## config.mk

```make
export PLATFORM = sky130hd
export DESIGN_NAME = alu_sequencer
export DESIGN_NICKNAME = d
export VERILOG_FILES = /design/src/rtl/alu_sequencer.sv
export SDC_FILE = /design/constraint.sdc
export NUM_CORES = 1
export LEC_CHECK = 0
export CORE_UTILIZATION = 51
export DETAILED_ROUTE_END_ITERATION = 12
export GPL_ROUTABILITY_DRIVEN = 1
export PLACE_DENSITY_LB_ADDON = 0.3
export SYNTH_ARGS = -nofsm -noshare
export SYNTH_HDL_FRONTEND = slang
export SYNTH_SLANG_ARGS = --single-unit
```

## constraint.sdc

```tcl
create_clock -name clock -period 5 [get_ports clock]
set_input_delay 0.5 -clock clock [delete_from_list [all_inputs] [get_ports clock]]
set_output_delay 0.5 -clock clock [all_outputs]
set_load 0.1 [all_outputs]
```

## src/rtl/alu_sequencer.sv

```systemverilog
`default_nettype none
// ============================================================================
// Module   : alu_sequencer
// Purpose  : Issue stage for the 64-bit ALU. It buffers operations in a FIFO,
//            holds multiply operands for the multiplier latency, and returns
//            tagged results. Optional macro ALU_SEQ_ERR_EN adds the out_err
//            flag for unsupported opcodes.
// Revision : 1.0  initial release
// ============================================================================
module alu_sequencer #(
    parameter int DEPTH       = 4,
    parameter int MUL_LATENCY = 2,
    parameter int TAG_W       = 4
) (
    input  logic             clock,
    input  logic             reset,
    input  logic             in_valid,
    output logic             in_ready,
    input  logic [5:0]       in_op,
    input  logic [63:0]      in_a,
    input  logic [63:0]      in_b,
    input  logic [TAG_W-1:0] in_tag,
    output logic [5:0]       alu_op,
    output logic [63:0]      alu_a,
    output logic [63:0]      alu_b,
    input  logic [63:0]      alu_out,
    output logic             out_valid,
    input  logic             out_ready,
    output logic [63:0]      out_data,
    output logic [TAG_W-1:0] out_tag
`ifdef ALU_SEQ_ERR_EN
    ,
    output logic             out_err
`endif
);

    localparam int PTR_W = (DEPTH > 1) ? $clog2(DEPTH) : 1;
    localparam int CNT_W = PTR_W + 1;
    localparam int LAT_W = (MUL_LATENCY > 1) ? $clog2(MUL_LATENCY) : 1;

    localparam logic [5:0]       OP_MUL   = 6'h14;
    localparam logic [5:0]       OP_IDLE  = 6'h3F;
    localparam logic [CNT_W-1:0] CNT_FULL = CNT_W'(DEPTH);
    // The ISSUE cycle that spots the multiply already counts as one latency cycle.
    localparam logic [LAT_W-1:0] MUL_LOAD = LAT_W'(MUL_LATENCY - 1);

    typedef enum logic [0:0] {
        ST_ISSUE    = 1'b0,
        ST_MUL_WAIT = 1'b1
    } state_t;

    logic [5:0]       mem_op  [DEPTH];
    logic [63:0]      mem_a   [DEPTH];
    logic [63:0]      mem_b   [DEPTH];
    logic [TAG_W-1:0] mem_tag [DEPTH];

    logic [PTR_W-1:0] wr_ptr;
    logic [PTR_W-1:0] rd_ptr;
    logic [CNT_W-1:0] count;
    logic [LAT_W-1:0] cnt;
    logic [LAT_W-1:0] cnt_nx;
    state_t           state;
    state_t           state_nx;

    logic head_valid;
    logic out_free;
    logic push;
    logic pop;

    assign head_valid = (count != '0);
    assign in_ready   = (count != CNT_FULL);
    assign push       = in_valid & in_ready;
    assign out_free   = ~out_valid | out_ready;

    assign alu_op = head_valid ? mem_op[rd_ptr] : OP_IDLE;
    assign alu_a  = head_valid ? mem_a[rd_ptr]  : 64'd0;
    assign alu_b  = head_valid ? mem_b[rd_ptr]  : 64'd0;

    always_comb begin
        state_nx = state;
        cnt_nx   = cnt;
        pop      = 1'b0;
        case (state)
            ST_ISSUE: begin
                if (head_valid) begin
                    if (alu_op == OP_MUL) begin
                        cnt_nx   = MUL_LOAD;
                        state_nx = ST_MUL_WAIT;
                    end else if (out_free) begin
                        pop = 1'b1;
                    end
                end
            end
            ST_MUL_WAIT: begin
                if (cnt != '0) begin
                    cnt_nx = cnt - LAT_W'(1);
                end else if (out_free) begin
                    pop      = 1'b1;
                    state_nx = ST_ISSUE;
                end
            end
            default: begin
                state_nx = ST_ISSUE;
            end
        endcase
    end

    always_ff @(posedge clock) begin
        if (reset) begin
            state <= ST_ISSUE;
            cnt   <= '0;
        end else begin
            state <= state_nx;
            cnt   <= cnt_nx;
        end
    end

    // Storage needs no reset: nothing is read unless count says it was written.
    always_ff @(posedge clock) begin
        if (push) begin
            mem_op[wr_ptr]  <= in_op;
            mem_a[wr_ptr]   <= in_a;
            mem_b[wr_ptr]   <= in_b;
            mem_tag[wr_ptr] <= in_tag;
        end
    end

    always_ff @(posedge clock) begin
        if (reset) begin
            wr_ptr <= '0;
            rd_ptr <= '0;
            count  <= '0;
        end else begin
            if (push) begin
                wr_ptr <= wr_ptr + PTR_W'(1);
            end
            if (pop) begin
                rd_ptr <= rd_ptr + PTR_W'(1);
            end
            case ({push, pop})
                2'b10:   count <= count + CNT_W'(1);
                2'b01:   count <= count - CNT_W'(1);
                default: count <= count;
            endcase
        end
    end

    always_ff @(posedge clock) begin
        if (reset) begin
            out_valid <= 1'b0;
            out_data  <= 64'd0;
            out_tag   <= '0;
        end else if (pop) begin
            out_valid <= 1'b1;
            out_data  <= alu_out;
            out_tag   <= mem_tag[rd_ptr];
        end else if (out_ready) begin
            out_valid <= 1'b0;
        end
    end

`ifdef ALU_SEQ_ERR_EN
    logic head_err;

    // Supported opcodes are 00 and the contiguous range 07..14.
    assign head_err = ~((alu_op == 6'h00) || ((alu_op >= 6'h07) && (alu_op <= 6'h14)));

    always_ff @(posedge clock) begin
        if (reset) begin
            out_err <= 1'b0;
        end else if (pop) begin
            out_err <= head_err;
        end
    end
`endif

endmodule
`default_nettype wire

```

==> results of run 1 <==
[state kept, by name, summed over array words and instances, names as in the netlist, named ones only]
name / flops
state: 1
mem_op: 24
mem_tag: 16
count: 3
out_valid: 1
mem_a: 256
rd_ptr: 2
out_data: 64
mem_b: 256
out_tag: 4
cnt: 1
wr_ptr: 2
[final cells by class]
| type | count | area (um2) | area share (%) |
|---|---|---|---|
| Inverter | 7 | 26.3 | 0.0837 |
| Antenna cell | 3 | 7.51 | 0.0239 |
| Tap cell | 607 | 759 | 2.42 |
| Timing Repair Buffer | 432 | 4390 | 14.0 |
| Clock buffer | 87 | 1790 | 5.71 |
| Multi-Input combinational cell | 540 | 5970 | 19.0 |
| Sequential cell | 632 | 18200 | 57.9 |
| Clock inverter | 28 | 275 | 0.877 |
[through the flow]
step	setup WS, ns	area [um2]	util (%)	hold slack, ns	std cells
after detailed placement	1.38	29300	62.5	0.467	2218
after global routing	0.640	31400	66.9	0.470	2335
after CTS	0.728	31400	66.9	0.451	2333
final	0.875	31400	66.9	0.473	2336
after global placement	1.40	29300	62.5	0.460	2218
after floorplan	1.47	24500	-	0.464	1249
[synth_stat cells, types with 4 or more instances]
library cell,count
nor2b_1,132
ha_1,5
buf_1,7
edfxtp_1,552
nor2_1,15
inv_1,7
a21oi_1,5
buf_2,14
and3_1,4
mux4_2,140
or2_2,6
buf_6,8
dfxtp_1,80
nand2b_1,137
mux2i_1,68
clkbuf_1,40
and2_1,6
[cell families after synthesis]
| kind of cell | synth area share (%) |
|---|---|
| adders and majority gates | 0.337 |
| xor gates and xnor gates | 0.107 |
| DFF | 74.2 |
| AOI/OAI and AO/OA | 0.255 |
| muxes | 15.8 |
| and+or+nand+nor | 7.75 |
| buffers and inverters | 1.54 |
[worst reg2reg max path: stages, from the launching register on]
cell and delay, ns:
dfxtp_4 0.86, mux4_2 0.66, nor2_1 0.12, nand3_1 0.23, a21oi_4 0.30, buf_4 0.92, mux2i_1 0.33
[final timing paths]
kind / cells past startpoint / endpoint
worst max-delay path: 4 / alu_b[9]
worst min-delay path: 2 / out_data[21]
worst max register to register: 6 / out_data[36]
worst min register to register: 2 / out_data[21]
[layer usage]
layer | track usage, % | routed length, um
met5 | 0 | 64
met1 | 26.7 | 20600
met2 | 34.8 | 25400
met3 | 8.26 | 4290
met4 | 6.56 | 1200
[cell usage in the layout, fill, tap and decap left out, types with 3 or more instances in the layout]
master           count
nor2_1              15
clkinv_2            10
and2_1               6
nor2b_1            132
ha_1                 5
and3_4               4
clkbuf_16           68
or2_2                6
clkdlybuf4s50_1    408
clkinv_8             3
clkinv_1             8
bufinv_16            4
buf_12              10
mux2i_1             68
edfxtp_1           552
nand2b_1           137
dfxtp_1             78
clkbuf_1            17
inv_1                7
a21oi_1              5
diode_2              3
buf_4               13
mux4_2             140
==> summary by stage, run 1 <==
Detailed routing
In the routed layout, each cell is associated on average with a via count of 5.38. The overall via count from detail_route is 12600. In this run, the number of DRC markers left after iteration 0 of detailed routing was 695.

Dividing the detail-routed wire length by the instance count gives 22.0 um. For this block, the routed nets add up to 51500 um of wire. The count of nets left with antenna violations once routing finished came out at 0.

The pre-antenna-repair detailed-routing pass consisted of 5 iterations. After detailed routing, the number of remaining DRC violations is 0.

Synth
The share of synthesized area occupied by flip-flops and latches is 74.2%. The top cell type's share of synthesized area is 67.7%. The share of flip-flops with an asynchronous set or reset is 0%. Counting flops with a built-in enable in the synthesized netlist gives 552. Sorting the synthesized cells by area gives the leading types as edfxtp_1 68%, mux4_2 13%, dfxtp_1 6.5%.

The post-synthesis net count is 1461. The prevailing post-synth register cell is edfxtp_1. The largest area contributor in the synthesized netlist is edfxtp_1. The number of distinct library cells after synthesis is 34. The synthesized netlist cell count is 1249.

A synthesized cell averages 19.6 um2. Synthesis inferred 632 register bits. Summing every instance area after synthesis gives 24500 um2. Yosys printed 0 warnings.

Critical path
For the worst setup path, the data required time is 4.50 ns. In this run the worst path has a maximum fanout of 35. The critical path's largest stage delay is 1.03 ns. The setup path with the least slack is of type reg -> out. The signal on the critical path passes through buf_4 -> mux4_2 -> nor2b_1 -> clkdlybuf4s50_1. The library cell contributing the largest single delay on the critical path is clkdlybuf4s50_1. The number of buffers and inverters on the critical path is 2.

For the worst setup path, the data arrival time is 3.62 ns. The kind of cell with the highest combined delay on the critical path is buffers and inverters. The worst setup path is launched from a flop. The worst setup slack for register-to-register paths is 1.49 ns.

STA classifies the critical path endpoint as an output port.

STA
The number of failing hold endpoints at the final stage is 0. The post-route fraction of the period consumed by the critical path is 82.5%. The slew of the pin with the lowest slew margin is 1.15 ns. Measured against its own limit, the worst slew margin works out to 23.1%. The clock period could shrink to 4.12 ns. For this run, the top clock speed supported by timing is 242 MHz. Setup total negative slack on the finished layout was measured at 0 ns.

The count of final setup violators is 0. The max-slew violation total from the final report came to 0. Setup repair after global routing left no endpoint under its margin. Clock skew on the completed layout was measured at 0.0192 ns.

Die
In this run the count of I/O pins placed on the die edge is 410. The placeable core region is 47000 um2. The die is 221 um tall. The effective utilization at floorplan is 52.2%. The die covers 48900 um2. The number of placement rows is 79. The width of the die is 221 um.

Clock tree
For the worst-skew pair, the clock arrives at the later sink with an insertion delay of 0.60 ns. Clock tree synthesis found a total of 632 sinks. The clock transition at the register clock pins on the worst setup and hold paths after CTS is 0.06 ns. After clock tree synthesis, the setup repair step added 0 buffers. After clock tree synthesis, the repair step resized 0 gates. In this run the deepest clock path goes through 3 buffers.

Hold repair after CTS inserted 0 buffers. In this run, CTS created clock tree buffers numbering 66. The count of H-tree levels built during CTS is 3.

The tree is rooted in a clkbuf_16. TritonCTS built the clock tree.

Finish
The layout net count is 1891. The filler cells instantiated in the layout total 3133. The area growth from synthesis to layout is 28.2%. The fraction of layout instances using a drive strength above 1 is 15.6%.

Placement
At the end of routability-driven placement, the weighted congestion stood at 0.720. The count of buffers added on input and output ports is 409. Detailed placement ended at an HPWL of 32100 um.

Global routing
The number of antenna violations at the first check in global routing is 8. Global routing finished with a remaining overflow of 0. The pin count of the biggest net entering global routing is 89. The first global-routing pass estimated 79000 um of wire.

The total global routing track utilization is 21.4%. The number of global-route vias before repair is 13300.

Run
The count of max-cap constraint violations is 0.

Hold path
The worst hold path begins at out_data[21]. The class of the most critical hold timing path is reg -> reg.

Status
The run finished with clean final reports.
Power of run 1 is left out: the tool's default activity adds up to more than one toggle a clock period on the data nets, which glitch-free logic cannot reach.
==> inputs of run 2 (changes only) <==
--- a/config.mk
+++ b/config.mk
@@ -5,7 +5,7 @@
 export SDC_FILE = /design/constraint.sdc
 export NUM_CORES = 1
 export LEC_CHECK = 0
-export CORE_UTILIZATION = 51
+export CORE_UTILIZATION = 48
 export DETAILED_ROUTE_END_ITERATION = 12
 export GPL_ROUTABILITY_DRIVEN = 1
 export PLACE_DENSITY_LB_ADDON = 0.3
==> constraint.sdc (replaced) <==
create_clock -name clock -period 3.5 [get_ports clock]
set_input_delay 0.35 -clock clock [delete_from_list [all_inputs] [get_ports clock]]
set_output_delay 0.35 -clock clock [all_outputs]
set_load 0.1 [all_outputs]
==> summary by stage, run 2 (same netlist as run 1, synthesis figures left out) <==
Status
The flow ran to the end, and the final reports show no timing, DRC or antenna violations.

STA
The max-slew headroom at the worst pin was 31.8% (+8.7 points). The highest clock frequency the design can meet is 315 MHz. The smallest hold slack is 0.303 ns (-0.170 ns). The final critical path time including I/O delays and setup is 3.18 ns. The slew of the pin with the lowest slew margin came to 1.02 ns (-0.134 ns). The number of failing hold endpoints at the final stage was 0 (unchanged). In the finished design, the share of the clock period the worst path needs comes to 90.7%. The max-slew violation total from the final report is 0 (unchanged).

Setup repair after global routing left no endpoint under its margin. The final clock skew is 0.0219 ns (+0.00272 ns). The setup TNS is 0 ns (unchanged). The count of final setup violators is 0 (unchanged).

Clock tree
The post-cts gate resize count was 0 (unchanged). The count of H-tree levels built during CTS came to 2 (-1). The number of setup buffers added after CTS is 0 (unchanged). The clock transition at the register clock pins on the worst setup and hold paths after CTS is 0.06 ns (about the same). TritonCTS built the clock tree. The maximum clock insertion buffer count is 3 (unchanged). The clock latency of the later-clocked register in the worst-skew pair came to 0.62 ns (+0.02 ns).

In this run the clock root is driven by a clkbuf_16. The clock sink count is 632 (unchanged). The number of buffers inserted by hold repair at cts is 0 (unchanged). The clock buffer count from CTS is 61 (-7.6%).

Finish
The synthesis-to-finish area growth is 27.1%. The commonest non-fill, non-tap cell in the layout is edfxtp_1. The fraction of layout instances using a drive strength above 1 is 23.3% (+7.7 points). The count of non-filler cells in the finished layout is 2405 (+3.0%). The layout net count is 1894 (+0.16%). The utilization of the core after routing is 61.9% (-4.9 points). Leaving out fill and tap cells, the most frequent cells in the layout are 552 x edfxtp_1, 273 x clkdlybuf4s50_1, 148 x buf_4, 140 x mux4_2, 137 x nand2b_1. The largest registers in the layout are mem_a x256, mem_b x256, out_data x64. The fill cell instance count of the final layout is 3557 (+14%).

Global routing
The pin count of the biggest net entering global routing is 137 (+54%). The total global routing track utilization is 19.8% (-1.6 points). The number of antenna violations at the first check in global routing is 9 (+1). The wire length of the first global-routing pass is 78200 um (-0.99%). The number of global-route vias before repair is 13400 (+1.1%). The remaining global-route overflow was 0 (unchanged).

Detailed routing
The wire length reported by the detailed router was 51300 um (-0.32%). The remaining antenna violation count after routing came to 0 (unchanged). The first-pass iteration count of the detailed router came to 4 (-1). The detail-routed net length per standard cell is 21.3 um (-3.2%). The remaining routing DRC violations is 0 (unchanged). The via count normalized by instance count was 5.21 (-3.3%). The initial DRC count is 749 (+7.8%). The overall via count from detail_route came to 12500 (-0.44%).

Hold path
For hold timing, the worst endpoint is out_data[55]. The startpoint identified for the worst hold timing path is alu_out[55]. The hold path depth is 3 (+1). The class of the most critical hold timing path is in -> reg.

Critical path
The worst setup path is launched from a flop. STA classifies the critical path endpoint as an output port. The library cell contributing the largest single delay on the critical path is mux4_2.

The critical path goes through buf_12 -> mux4_2 -> nor2b_1 -> buf_4. The worst setup slack for register-to-register paths is 0.64 ns (-0.85 ns). The endpoint of the worst register-to-register path is count[2]. The maximum fanout along the worst path is 75 (+110%). The data arrival at the endpoint of the critical path is 2.83 ns (-0.79 ns).

By startpoint and endpoint, the worst setup path is classified as reg -> out. The critical path's largest stage delay is 0.58 ns (-0.45 ns). The worst path required time is 3.15 ns (-1.35 ns). The depth of the worst register-to-register path is 11 (+5).

Placement
The count of placed standard cells including taps came to 2291 (+3.3%). The HPWL after detailed placement is 31900 um (-0.53%). The number of input and output port buffers inserted was 409 (unchanged).

The routability-driven placement congestion ratio is 0.801 (+11%).

Die
The effective utilization at floorplan is 48.7% (-3.4 points). The full die area is 51900 um2 (+6.2%). The vertical extent of the die is 228 um (+3.0%). The number of placement rows is 82 (+3.8%). The width of the die was 228 um (+3.0%). The boundary pin count is 410 (unchanged). The placeable core region was 50300 um2 (+7.1%).

Run
The count of max-cap constraint violations was 0 (unchanged).
[run 2: cell count changes in the layout (fill, tap and decap cells not counted), sizes merged]
cell / before / now
buf: 24 / 167
clkdlybuf4s50: 408 / 273
clkbuf: 87 / 78
clkinvlp: 0 / 5
inv: 9 / 7
bufinv: 4 / 5
clkinv: 22 / 23
[run 2: worst max-delay path by stage]
stage	startpoint	endpoint	slack, ns	depth (start not counted)
after global placement	flop	count[2]	0.70	11
after detailed placement	flop	count[2]	0.64	11
after CTS	flop	alu_a[3]	0.22	4
after global routing	flop	alu_b[25]	0.12	4
after floorplan	count[1]	mem_a[0][0]	-0.03	3
final	flop	alu_a[48]	0.32	4
[run 2: area by class of cell]
cell class | instances | area, um2 | area share (%)
timing repair buffer | 440 | 4210 | 13.5
tap | 672 | 841 | 2.70
inverter | 7 | 26.3 | 0.0844
clock buffer | 78 | 1610 | 5.18
clock inverter | 33 | 290 | 0.932
sequential | 632 | 18200 | 58.4
antenna | 3 | 7.51 | 0.0241
multi-input combinational | 540 | 5970 | 19.2
[run 2: critical path, delay by kind of cell (launching register included)]
family / cells / cell delay, ns
buffers and inverters: 2 / 0.74
and+or+nand+nor: 1 / 0.15
DFF: 1 / 0.57
muxes: 1 / 0.58
[run 2: through the flow]
step                      cell area (um2)  worst slack [ns]
after CTS                           31100             0.218
after global routing                31100             0.119
after detailed placement            29200             0.642
after floorplan                     24500           -0.0295
after global placement              29200             0.697
final                               31100             0.324
[run 2: layer usage]
layer	global-route usage [%]	wire [um]	share of wire, %	vias to the layer above
met5	0	85	0.17	-
met4	5.18	1050	2.0	12
met3	7.45	4310	8.4	86
met2	33.3	25500	50	377
met1	24.0	20400	40	6340
li1	-	-	-	5705
Power of run 2 is left out for the same reason.
